<file path="src/rtl/grid_move_writer_pkg.sv">
// Shared definitions for the tic-tac-toe move writer: cell/result codes, FSM states, win lines.
// Latency: none (constants and a combinational helper only).
// Backpressure: not applicable.
package grid_move_writer_pkg;

  localparam int NUM_CELLS = 9;
  localparam int CODE_W    = 2;
  localparam int GRID_W    = NUM_CELLS * CODE_W;

  // Cell codes as stored in the packed grid
  localparam logic [1:0] CELL_EMPTY = 2'd0;
  localparam logic [1:0] CELL_O     = 2'd1;
  localparam logic [1:0] CELL_X     = 2'd2;

  // Result codes reported on winner
  localparam logic [1:0] WIN_NONE = 2'd0;
  localparam logic [1:0] WIN_O    = 2'd1;
  localparam logic [1:0] WIN_X    = 2'd2;
  localparam logic [1:0] WIN_TIE  = 2'd3;

  typedef enum logic [2:0] {
    IDLE,
    CHECK,
    WRITE,
    EVAL,
    OVER
  } state_e;

  // Rows, columns, then the two diagonals (cell indices, row-major from top-left)
  localparam logic [3:0] WIN_LINES [8][3] = '{
    '{4'd0, 4'd1, 4'd2},
    '{4'd3, 4'd4, 4'd5},
    '{4'd6, 4'd7, 4'd8},
    '{4'd0, 4'd3, 4'd6},
    '{4'd1, 4'd4, 4'd7},
    '{4'd2, 4'd5, 4'd8},
    '{4'd0, 4'd4, 4'd8},
    '{4'd2, 4'd4, 4'd6}
  };

  // Cell k lives at bits [GRID_W-1-2k : GRID_W-2-2k]; indices past the board read as empty
  function automatic logic [1:0] cell_at(input logic [GRID_W-1:0] g, input logic [3:0] idx);
    cell_at = CELL_EMPTY;
    for (int k = 0; k < NUM_CELLS; k++) begin
      if (idx == 4'(k)) cell_at = g[(NUM_CELLS-1-k)*CODE_W +: CODE_W];
    end
  endfunction

endpackage

</file>
<file path="src/rtl/grid_move_writer_win_checker.sv">
// Scans all eight lines of the board and reports which player owns a complete line.
// Latency: purely combinational.
// Backpressure: not applicable.
module grid_win_checker
  import grid_move_writer_pkg::*;
(
  input  logic [GRID_W-1:0] grid_i,
  output logic [1:0]        line_win_o
);

  logic [1:0] a, b, c;

  // A line wins when its three cells hold the same non-empty code
  always_comb begin
    line_win_o = WIN_NONE;
    a = CELL_EMPTY;
    b = CELL_EMPTY;
    c = CELL_EMPTY;
    for (int l = 0; l < 8; l++) begin
      a = cell_at(grid_i, WIN_LINES[l][0]);
      b = cell_at(grid_i, WIN_LINES[l][1]);
      c = cell_at(grid_i, WIN_LINES[l][2]);
      if (a != CELL_EMPTY && a == b && b == c) line_win_o = a;
    end
  end

endmodule

</file>
<file path="src/rtl/grid_move_writer.sv">
// Validates a move, writes it into the packed board, pulses the renderer and scores the game.
// Latency: place at edge N -> move_err after N+1, grid/draw_req after N+2, turn/winner after N+3.
// Backpressure: none; place outside IDLE is dropped, busy tells the source when it will be taken.
module grid_move_writer
  import grid_move_writer_pkg::*;
#(
  parameter int CELLS  = 9,
  parameter int CELL_W = 2
) (
  input  logic                    clock,
  input  logic                    resetn,
  input  logic [3:0]              cell_sel,
  input  logic                    place,
  input  logic                    new_game,
  output logic [CELLS*CELL_W-1:0] grid,
  output logic                    turn,
  output logic [1:0]              winner,
  output logic                    game_over,
  output logic                    draw_req,
  output logic [3:0]              draw_cell,
  output logic                    move_err,
  output logic                    busy
);

  localparam int GW = CELLS * CELL_W;

  state_e            state_q, state_d;
  logic [GW-1:0]     grid_q, grid_d;
  logic [3:0]        sel_q, sel_d;
  logic [3:0]        cnt_q, cnt_d;
  logic [3:0]        draw_cell_q, draw_cell_d;
  logic              turn_q, turn_d;
  logic              draw_req_q, draw_req_d;
  logic              move_err_q, move_err_d;
  logic [1:0]        winner_q, winner_d;
  logic [1:0]        line_win;
  logic              sel_taken;
  logic [CELL_W-1:0] move_code;

  grid_win_checker u_win_checker (
    .grid_i     (grid_q),
    .line_win_o (line_win)
  );

  // X writes code 2, O writes code 1; code 3 is never produced
  assign move_code = turn_q ? CELL_W'(CELL_X) : CELL_W'(CELL_O);

  // Occupancy of the selected cell; out-of-range indices are caught by the range test instead
  always_comb begin
    sel_taken = 1'b0;
    for (int k = 0; k < CELLS; k++) begin
      if (sel_q == 4'(k) && grid_q[(CELLS-1-k)*CELL_W +: CELL_W] != '0) sel_taken = 1'b1;
    end
  end

  // Move sequencing; new_game overrides whatever the current state decided
  always_comb begin
    state_d     = state_q;
    grid_d      = grid_q;
    sel_d       = sel_q;
    cnt_d       = cnt_q;
    turn_d      = turn_q;
    winner_d    = winner_q;
    draw_cell_d = draw_cell_q;
    draw_req_d  = 1'b0;
    move_err_d  = 1'b0;

    case (state_q)
      IDLE: begin
        if (place) begin
          sel_d   = cell_sel;
          state_d = CHECK;
        end
      end
      CHECK: begin
        if (int'(sel_q) >= CELLS || sel_taken) begin
          move_err_d = 1'b1;
          state_d    = IDLE;
        end else begin
          state_d = WRITE;
        end
      end
      WRITE: begin
        for (int k = 0; k < CELLS; k++) begin
          if (sel_q == 4'(k)) grid_d[(CELLS-1-k)*CELL_W +: CELL_W] = move_code;
        end
        cnt_d       = cnt_q + 4'd1;
        draw_req_d  = 1'b1;
        draw_cell_d = sel_q;
        state_d     = EVAL;
      end
      EVAL: begin
        // A completed line beats a full board, so a winning ninth move is not a tie
        if (line_win != WIN_NONE) begin
          winner_d = line_win;
          state_d  = OVER;
        end else if (cnt_q == 4'(CELLS)) begin
          winner_d = WIN_TIE;
          state_d  = OVER;
        end else begin
          turn_d  = ~turn_q;
          state_d = IDLE;
        end
      end
      OVER: begin
        state_d = OVER;
      end
      default: begin
        state_d = IDLE;
      end
    endcase

    if (new_game) begin
      grid_d     = '0;
      cnt_d      = 4'd0;
      winner_d   = WIN_NONE;
      turn_d     = 1'b0;
      state_d    = IDLE;
      draw_req_d = 1'b0;
      move_err_d = 1'b0;
    end
  end

  // State and output registers; reset abandons any move in flight
  always_ff @(posedge clock or negedge resetn) begin
    if (!resetn) begin
      state_q     <= IDLE;
      grid_q      <= '0;
      sel_q       <= 4'd0;
      cnt_q       <= 4'd0;
      turn_q      <= 1'b0;
      winner_q    <= WIN_NONE;
      draw_cell_q <= 4'd0;
      draw_req_q  <= 1'b0;
      move_err_q  <= 1'b0;
    end else begin
      state_q     <= state_d;
      grid_q      <= grid_d;
      sel_q       <= sel_d;
      cnt_q       <= cnt_d;
      turn_q      <= turn_d;
      winner_q    <= winner_d;
      draw_cell_q <= draw_cell_d;
      draw_req_q  <= draw_req_d;
      move_err_q  <= move_err_d;
    end
  end

  assign grid      = grid_q;
  assign turn      = turn_q;
  assign winner    = winner_q;
  assign game_over = (state_q == OVER);
  assign draw_req  = draw_req_q;
  assign draw_cell = draw_cell_q;
  assign move_err  = move_err_q;
  assign busy      = (state_q != IDLE);

endmodule

</file>
<file path="config.mk">
export PLATFORM = sky130hd
export DESIGN_NAME = grid_move_writer
export DESIGN_NICKNAME = d
export VERILOG_FILES = /design/src/rtl/grid_move_writer_pkg.sv /design/src/rtl/grid_move_writer_win_checker.sv /design/src/rtl/grid_move_writer.sv
export SDC_FILE = /design/constraint.sdc
export NUM_CORES = 1
export LEC_CHECK = 0
export ABC_CLOCK_PERIOD_IN_PS = 4450
export CAP_MARGIN = 20
export CORE_ASPECT_RATIO = 0.75
export CORE_UTILIZATION = 45
export DETAILED_ROUTE_END_ITERATION = 16
export GPL_ROUTABILITY_DRIVEN = 0
export PLACE_DENSITY = 0.8
export SLEW_MARGIN = 20
export SYNTH_ARGS = -nofsm -noshare
export SYNTH_HDL_FRONTEND = slang
export SYNTH_HIERARCHICAL = 1
export SYNTH_SLANG_ARGS = --single-unit
</file>
<file path="constraint.sdc">
create_clock -name clock -period 4.45 [get_ports clock]
set_input_delay 0.445 -clock clock [delete_from_list [all_inputs] [get_ports clock]]
set_output_delay 0.445 -clock clock [all_outputs]
set_load 0.01 [all_outputs]
</file>
-- Word level (Yosys, flattened, before mapping)
Cells that the tools add are included.
- $add $sub $neg: 1
- order comparisons: 1
- equality and inequality tests: 32
- muxes and demuxes: 50
- bitwise operators: 1
- reduce and logical (&&, ||, !) cells: 63
- operator list (kind ; count):
    $mux W2 ; 23
    $reduce_bool A2 Y1 ; 21
    $mux W18 ; 2
    $eq A2 B2 Y1 ; 16
    $logic_and A1 B1 Y1 ; 25
    $reduce_and A2 Y1 ; 11
    $mux W1 ; 18
    $eq A4 B3 Y1 const B ; 4
    $pmux W3 S5 ; 1
    $mux W3 ; 4
    $eq A4 B2 Y1 const B ; 2
    $eq A4 B4 Y1 const B ; 2
    $mux W4 ; 2
    $eq A3 B2 Y1 const B ; 2
    $reduce_bool A3 Y1 ; 2
    $add A4 B1 Y4 const B ; 1
    $eq A4 B1 Y1 const B ; 1
    $ge A4 B4 Y1 const B ; 1
    $logic_not A4 Y1 ; 1
    $ne A2 B2 Y1 const B ; 2
    $eq A3 B1 Y1 const B ; 1
    $eq A3 B3 Y1 const B ; 1
    $logic_not A3 Y1 ; 1
    $ne A3 B3 Y1 const B ; 1
    3 further kinds ; 3
- bits in registers: 38
- input port bits: 8
- output and inout bits: 29
- logic and storage cells: 165

-- Depth between registers and ports, before layout
Gate-level depths: netlist of run 1.
- word-level depth: 15
- depth in mapped cells: 10
- mapped depth without buffers: 9

-- Modules after synthesis
The synthesis of run 1 kept the hierarchy.
- modules (own cells, without submodules) (module ; times used ; cells each ; area an instance (µm²)):
    grid_move_writer ; 1 ; 181 ; 1815.5
    grid_win_checker ; 1 ; 82 ; 515.5

-- Worst setup path before layout of run 1
Ideal clock, no wire load.
- path type: register to register
- from: register grid_q[8] (netlist: grid[8])
- to: register winner_q[1] (netlist: winner[1])
- data arrival time: 2109 ps
- data required time: 4350 ps
- slack: 2242 ps
- cell stages (with the launch flop): 11
- path buffers: 1
- period minus slack after synthesis: 2208 ps
- cells stage by stage: dfrtp_1 -> buf_6 -> or3_1 -> a21oi_2 -> o21a_1 -> o311ai_1 -> nand3_1 -> nor2_1 -> a211oi_1 -> nor2_1 -> a311oi_1
- longest elaborated chain between the ends: 14
- elaborated cells between the ends (all ways): 29
- classes of those cells: eq/ne: 8; mux: 10; reduce/logical: 11
- ends and longest elaborated chain (element ; line ; text):
    start: declaration ; grid_move_writer.sv:28 ; logic [GW-1:0] grid_q, grid_d;
    start signal: assignment ; grid_move_writer.sv:138 ; grid_q <= grid_d;
    $eq A2 B2 Y1 ; grid_move_writer_win_checker.sv:23 ; if (a != CELL_EMPTY && a == b && b == c) line_win_o = a;
    $logic_and A1 B1 Y1 (2 in a row) ; grid_move_writer_win_checker.sv:23 ;
    $mux W2 (6 in a row) ; grid_move_writer_win_checker.sv:23 ;
    $mux W2 * ; grid_move_writer_win_checker.sv:23 ;
    net line_win[0] ; grid_move_writer.sv:36 ; logic [1:0] line_win;
    $reduce_bool A2 Y1 * ; grid_move_writer.sv:94 ; if (line_win != WIN_NONE) begin
    $mux W2 ; grid_move_writer.sv:94 ;
    $mux W2 ; grid_move_writer.sv:68 ; case (state_q)
    $mux W2 ; grid_move_writer.sv:113 ; if (new_game) begin
    end signal: assignment ; grid_move_writer.sv:142 ; winner_q <= winner_d;
    end: declaration ; grid_move_writer.sv:35 ; logic [1:0] winner_q, winner_d;
Mark *: on every way through the listed nets, which the timed path passes. The rest lies on a longest branch. The select of a mux whose other input is x is not followed.
A chain may end at the register's enable or synchronous reset.

-- Final worst setup path of run 1
- from: register grid_q[0] (netlist: grid[0])
- to: register winner_q[1] (netlist: winner[1])
- longest elaborated chain between the ends: 12
- elaborated cells between the ends (all ways): 18
- classes of those cells: eq/ne: 3; mux: 9; reduce/logical: 6
- ends and longest elaborated chain (element ; line):
    $eq A2 B2 Y1 ; grid_move_writer_win_checker.sv:23
    $logic_and A1 B1 Y1 ; grid_move_writer_win_checker.sv:23
    $mux W2 (4 in a row) ; grid_move_writer_win_checker.sv:23
    $mux W2 * (2 in a row) ; grid_move_writer_win_checker.sv:23
    net line_win[0] ; grid_move_writer.sv:36
    $reduce_bool A2 Y1 * ; grid_move_writer.sv:94
    $mux W2 ; grid_move_writer.sv:94
    $mux W2 ; grid_move_writer.sv:68
    $mux W2 ; grid_move_writer.sv:113
Marks and branches as above.

==> flow_summary.ini, run 1 <==
[run_status]
status = finished clean

[cts]
clock_sinks = 38
postCtsResizedCells = 0
cts_buffer_depth = 2
post-cts-setup-buffers = 0
cts_tree = yes
numCtsBuffers = 5
clk_pin_slew_ns = 0.07
root_buffer = clkbuf_8
cts_hold_buf = 0
insertion_delay_ns = 0.29
htreeDepth = 2

[sta]
worstMarginPinSlew_ns = 0.828
finalCriticalPeriod_ns = 2.54
setup_tns_ns = 0
drv_slew = 0
post-route-period-util_pct = 57.1
max_freq_mhz = 394
hold_viol = 0
rsz0062_at_grt = false
setup_violations = 0
finClkSkew_ns = 0.00611
layout_setup_ws_ns = 1.91
slew_headroom_pct = 44.8

[flow_run]
maxCapViolCount = 0

[drt]
routed_wl_um = 6060
viasPerCell = 6.21
firstDrtPassIters = 5
routed-via-count = 2198
drt-initial-drc-count = 182
ant_nets = 0
routedWlPerCell_um = 17.1
drc = 0

[worst_setup_path]
worstPathCellList = nand2b_1, nor4bb_1, nand2b_1, o311ai_1, nand3_1, nor2_1, a211oi_1, nor2_1, a311oi_1
cpPeakStageDelay_ns = 0.60
critPathKind = flip-flop to flip-flop
r2r_cells = 9
critPathMaxFanout = 13
worst-path-stages = 9
cp_data_arrival_time_ns = 2.73
start_kind = flip-flop
crit_slowest_cell = dfrtp_1
critPathBufInv = 0
cp.required_ns = 4.64
critPathTopFamily = simple AND/OR/NAND/NOR gates
cp-end-kind = flip-flop

[place]
dpl_worst_slack_ns = 1.92
port_buffers = 36
dp_hpwl_um = 4320
dp.cells = 347

[floorplan]
ioPinCount = 37
die_w_um = 85.1
initial_core_util_pct = 47.3
std_cell_rows = 22
die_y_um = 64.3
dieArea_sq_mm = 0.00547
core_sq_mm = 0.00493

[synthesis]
syn_avg_cell_area_sq_um = 8.86
synth_top_family_by_area = simple AND/OR/NAND/NOR gates
synth.distinct_cells = 52
synth_mux_area_share_pct = 2.79
yosysWarnings = 6
ys_seq_elements = 38
synth-compound-area-share_pct = 15.6
syn_area_sq_mm = 0.00233
synth-simple-area-share_pct = 34.4
synth-adder-area-share_pct = 1.07
synth_edf_count = 0
async_flop_share_pct = 100
ys_seq_area_share_pct = 40.8
syn-num-nets = 273
synthFlopType = dfrtp_1
synthCells = 263
synth_xor_area_share_pct = 1.50

[pwr]
p_leak_nw = 1.16
finalPower_uw = 892
ir_drop_mv = 0.283
p_per_area_mw_per_mm2 = 318

[final_layout]
syn2layout_area_growth_pct = 20.3
drive_above_1_share_pct = 9.18
insertedDiodeCount = 0
nNetsFinal = 304
final-instance-count-excl-fill = 354

[grt]
grt_util_all_layers_pct = 23.4
grt_first_pass_wirelength_um = 9920
grt_pass1_vias = 1974
grt_overflow = 0
grt_max_degree = 39
antenna_found_initial = 0

[min_path]
min_path_type = input port to asynchronous set/reset pin
[path summary, 6_finish.rpt]
check | slack [ns] | startpoint | to
worst max register to register | 1.91 | grid[0]$_DFFE_PN0P_ | winner[1]$_DFFE_PN0P_
worst max-delay path | 1.91 | grid[0]$_DFFE_PN0P_ | winner[1]$_DFFE_PN0P_
worst min register to register | 0.47 | draw_cell[3]$_DFFE_PN0N_ | draw_cell[3]$_DFFE_PN0N_
max in group asynchronous | 3.67 | resetn | winner[1]$_DFFE_PN0P_
worst min-delay path | 0.25 | resetn | sel_q[3]$_DFFE_PN0P_
min in group clock | 0.47 | draw_cell[3]$_DFFE_PN0N_ | draw_cell[3]$_DFFE_PN0N_
[layout make-up]
| class | count | area, sq um |
|---|---|---|
| Fill cell | 444 | 2120 |
| Multi-Input combinational cell | 207 | 1290 |
| Sequential cell | 38 | 951 |
| Timing Repair Buffer | 37 | 358 |
| Clock buffer | 6 | 82.6 |
| Tap cell | 60 | 75.1 |
| Clock inverter | 1 | 30.0 |
| Inverter | 5 | 18.8 |
[synth_stat cells, types with 3 or more instances]
cell type / number / area share, %
a21oi_1: 25 / 5.4
and2_1: 3 / 0.81
and3_1: 7 / 1.9
buf_2: 6 / 1.3
clkbuf_1: 5 / 0.81
dfrtp_1: 38 / 41
inv_1: 5 / 0.81
mux2_2: 4 / 1.9
nand2_1: 22 / 3.5
nand2b_1: 6 / 1.6
nand3_1: 21 / 4.5
nand4_1: 3 / 0.81
nor2_1: 20 / 3.2
nor2b_1: 6 / 1.6
nor3_1: 8 / 1.7
nor3b_1: 6 / 1.9
nor3b_2: 4 / 2.1
nor4bb_1: 3 / 1.3
o21ai_0: 14 / 3.0
or3_1: 10 / 2.7
[through the flow]
step / hold WS [ns] / util, % / instance area, sq um
after CTS: 0.280 / 57.0 / 2810
after global routing: 0.333 / 56.9 / 2810
after global placement: 0.459 / 54.7 / 2700
after detailed placement: 0.462 / 54.7 / 2700
final: 0.254 / 56.9 / 2810
after floorplan: 0.149 / - / 2330
[layout by cell type (no fill, tap or decap), drive strengths merged, types with 3 or more instances in the layout]
cell type and count:
clkbuf 6, nor4 3, nor2 20, nand2b 6, clkdlybuf4s50 34, o311ai 3
o21ai 14, and3 7, and2 3, nor3 9, or3b 3, nor4bb 3
nor3b 10, a21oi 26, nand2 22, or3 10, nor2b 6, nand4 3
inv 5, buf 3, dfrtp 38, nand3 21, mux2 4
[metal layers]
metal / vias to the layer above / part of all wire [%] / track usage, %
met1: 1065 / 47 / 35.8
met4: 0 / 0.31 / 2.33
met5: - / 0 / 0
met2: 102 / 43 / 33.9
met3: 3 / 10 / 6.07
li1: 1028 / - / -
[state kept, by name, summed over array words and instances (netlist names)]
signal / cells
draw_req: 1
state_q: 3
grid: 18
cnt_q: 4
winner: 2
draw_cell: 4
sel_q: 4
move_err: 1
turn: 1
[power breakdown]
part           internal (mW)  switching [mW]
registers              0.376          0.0431
clock network          0.179           0.115
logic                 0.0909          0.0871
[kinds of logic (layout without fill, tap and decap cells)]
group,after synthesis,after routing
xor gates and xnor gates,4,4
and+or+nand+nor,136,136
DFF,38,38
adders and majority gates,2,2
muxes,6,6
AOI/OAI and AO/OA,59,59
buffers and inverters,18,49
[worst register-to-register path, stage by stage, from the launching register on]
cell	delay, ns
dfrtp_1	0.60
nand2b_1	0.17
nor4bb_1	0.36
nand2b_1	0.16
o311ai_1	0.13
nand3_1	0.14
nor2_1	0.07
a211oi_1	0.46
nor2_1	0.09
a311oi_1	0.25
Power figures use the tool's default switching activity.
==> run 2: changes to the inputs <==
--- a/config.mk
+++ b/config.mk
@@ -5,7 +5,7 @@
 export SDC_FILE = /design/constraint.sdc
 export NUM_CORES = 1
 export LEC_CHECK = 0
-export ABC_CLOCK_PERIOD_IN_PS = 4450
+export ABC_CLOCK_PERIOD_IN_PS = 2590
 export CAP_MARGIN = 20
 export CORE_ASPECT_RATIO = 0.75
 export CORE_UTILIZATION = 45
==> constraint.sdc (replaced) <==
create_clock -name clock -period 2.59 [get_ports clock]
set_input_delay 0.259 -clock clock [delete_from_list [all_inputs] [get_ports clock]]
set_output_delay 0.259 -clock clock [all_outputs]
set_load 0.01 [all_outputs]
==> run 2 against run 1 <==
  * Combinational power rose by 76%
  * Via count is 1.0% higher
  * Critical endpoint is now turn$_DFFE_PN0P_
  * Critical path depth unchanged
  * Hold slack lost 0.19 ns
  * Clock skew down 0.00073 ns
  * Sequential cell count unchanged
  * Sequential power grew 72%
  * Die area did not move
  * Core utilization is 1.3 points higher
  * Register-to-register slack got worse by 1.7 ns
  * Wire length up 0.26%
==> flow_summary.ini, run 2 (synthesis gave the netlist of run 1 again) <==
[run_status]
status = finished clean

[grt]
grt_util_all_layers_pct = 23.2
grt_overflow = 0
grt_first_pass_wirelength_um = 9900
grt_max_degree = 39
antenna_found_initial = 0
grt_pass1_vias = 1958

[flow_run]
maxCapViolCount = 0

[place]
place_area_sq_mm = 0.00275
dpl_worst_slack_ns = 0.173
dp_hpwl_um = 4320
port_buffers = 36
dp.cells = 354

[worst_setup_path]
timing.reg2reg.setup_slack_ns = 0.26
cpPeakStageDelay_ns = 0.51
cp_data_arrival_time_ns = 2.50
critPathKind = flip-flop to flip-flop
cp-end-kind = flip-flop
r2r_start = grid[10]$_DFFE_PN0P_
critPathBufInv = 0
critPathMaxFanout = 9
critPathTopFamily = simple AND/OR/NAND/NOR gates
worstPathCellList = or3_1, a21oi_2, nor3_1, o311ai_1, nand3_1, nor2_1, nand4_1, xnor2_1, nor2_1
start_kind = flip-flop
cp.required_ns = 2.76
startpoint = grid[10]$_DFFE_PN0P_
crit_slowest_cell = dfrtp_1
crit_top_cell = nor2_1

[drt]
firstDrtPassIters = 5
ant_nets = 0
drt-initial-drc-count = 274
routed-via-count = 2221
routedWlPerCell_um = 16.8
viasPerCell = 6.15
drc = 0
routed_wl_um = 6070

[final_layout]
syn2layout_area_growth_pct = 23.0
final_cell_area_sq_mm = 0.00287
largest_register_ff_count = 18
utilization_pct = 58.2
drive_above_1_share_pct = 11.3
nNetsFinal = 311
final_cell_mix = 38 x dfrtp_1, 35 x clkdlybuf4s50_1, 25 x a21oi_1, 22 x nand2_1, 21 x nand3_1
final-instance-count-excl-fill = 361
layout_commonest_cell = dfrtp_1
insertedDiodeCount = 0

[pwr]
p_per_area_mw_per_mm2 = 540
ir_drop_mv = 0.408
finalPower_mw = 1.55
p_leak_nw = 1.19

[sta]
max_freq_mhz = 429
hold_viol = 0
drv_slew = 0
hold_ws_ns = 0.0633
finalCriticalPeriod_ns = 2.33
finClkSkew_ns = 0.00538
layout_setup_ws_ns = 0.259
setup_violations = 0
post-route-period-util_pct = 90.0
slew_headroom_pct = 44.7
rsz0062_at_grt = false
setup_tns_ns = 0
worstMarginPinSlew_ns = 0.829

[floorplan]
die_y_um = 64.3
core_sq_mm = 0.00493
std_cell_rows = 22
dieArea_sq_mm = 0.00547
die_w_um = 85.1
ioPinCount = 37
initial_core_util_pct = 47.3

[cts]
cts_hold_buf = 0
htreeDepth = 2
clk_pin_slew_ns = 0.07
cts_buffer_depth = 2
numCtsBuffers = 5
insertion_delay_ns = 0.29
post-cts-setup-buffers = 0
root_buffer = clkbuf_8
cts_tree = yes
clock_sinks = 38

[min_path]
min_path_type = input port to asynchronous set/reset pin
run 2: cell types whose count changed in the layout (fill, tap and decap cells not counted):
cell,previous run,this run
buf_4,1,8
buf_2,2,1
clkdlybuf4s50_1,34,35
a211oi_1,1,0
a211oi_2,0,1
run 2: worst reg2reg max path, stage by stage, from the launching register on:
cell	delay, ns
dfrtp_1	0.51
or3_1	0.43
a21oi_2	0.20
nor3_1	0.08
o311ai_1	0.27
nand3_1	0.16
nor2_1	0.18
nand4_1	0.15
xnor2_1	0.18
nor2_1	0.05
run 2: final cells by class:
cell class	count	area, sq um
fill	424	2060
multi-input combinational	207	1290
sequential	38	951
timing repair buffer	44	415
clock buffer	6	82.6
tap	60	75.1
clock inverter	1	30.0
inverter	5	18.8
run 2: report_power, final:
| part | internal [mW] | switching [mW] | leakage, nW | total [mW] |
|---|---|---|---|---|
| registers | 0.646 | 0.0728 | 0.514 | 0.719 |
| clock network | 0.308 | 0.210 | 0.0573 | 0.518 |
| logic | 0.160 | 0.152 | 0.623 | 0.313 |
run 2: layer usage:
layer / vias to the layer above / share of wire [%] / GRT usage, % / routed length (um)
li1: 1045 / - / - / -
met1: 1030 / 47 / 35.2 / 2860
met2: 132 / 42 / 33.0 / 2560
met3: 14 / 9.4 / 4.13 / 569
met4: 0 / 1.4 / 7.42 / 88
met5: - / 0 / 0 / 0
run 2: final timing paths:
path,end,depth (start not counted)
hold / removal,sel_q[3]$_DFFE_PN0P_,1
setup / recovery,turn$_DFFE_PN0P_,9
setup reg to reg,turn$_DFFE_PN0P_,9
hold reg to reg,draw_cell[2]$_DFFE_PN0N_,2
max in group asynchronous,grid[0]$_DFFE_PN0P_,1
min in group clock,draw_cell[2]$_DFFE_PN0N_,2
run 2: repair_timing:
item | in CTS | in global routing
gates resized for setup | 0 | 1
hold endpoints to repair | 0 | 0
setup endpoints to repair | 0 | 2
==> run 3: changes to the inputs <==
--- a/config.mk
+++ b/config.mk
@@ -12,7 +12,7 @@
 export DETAILED_ROUTE_END_ITERATION = 16
 export GPL_ROUTABILITY_DRIVEN = 0
 export PLACE_DENSITY = 0.8
-export SLEW_MARGIN = 20
+export SLEW_MARGIN = 10
 export SYNTH_ARGS = -nofsm -noshare
 export SYNTH_HDL_FRONTEND = slang
 export SYNTH_HIERARCHICAL = 1
==> results of run 3 <==
Final layout, timing and power as in run 2 (identical DEF).
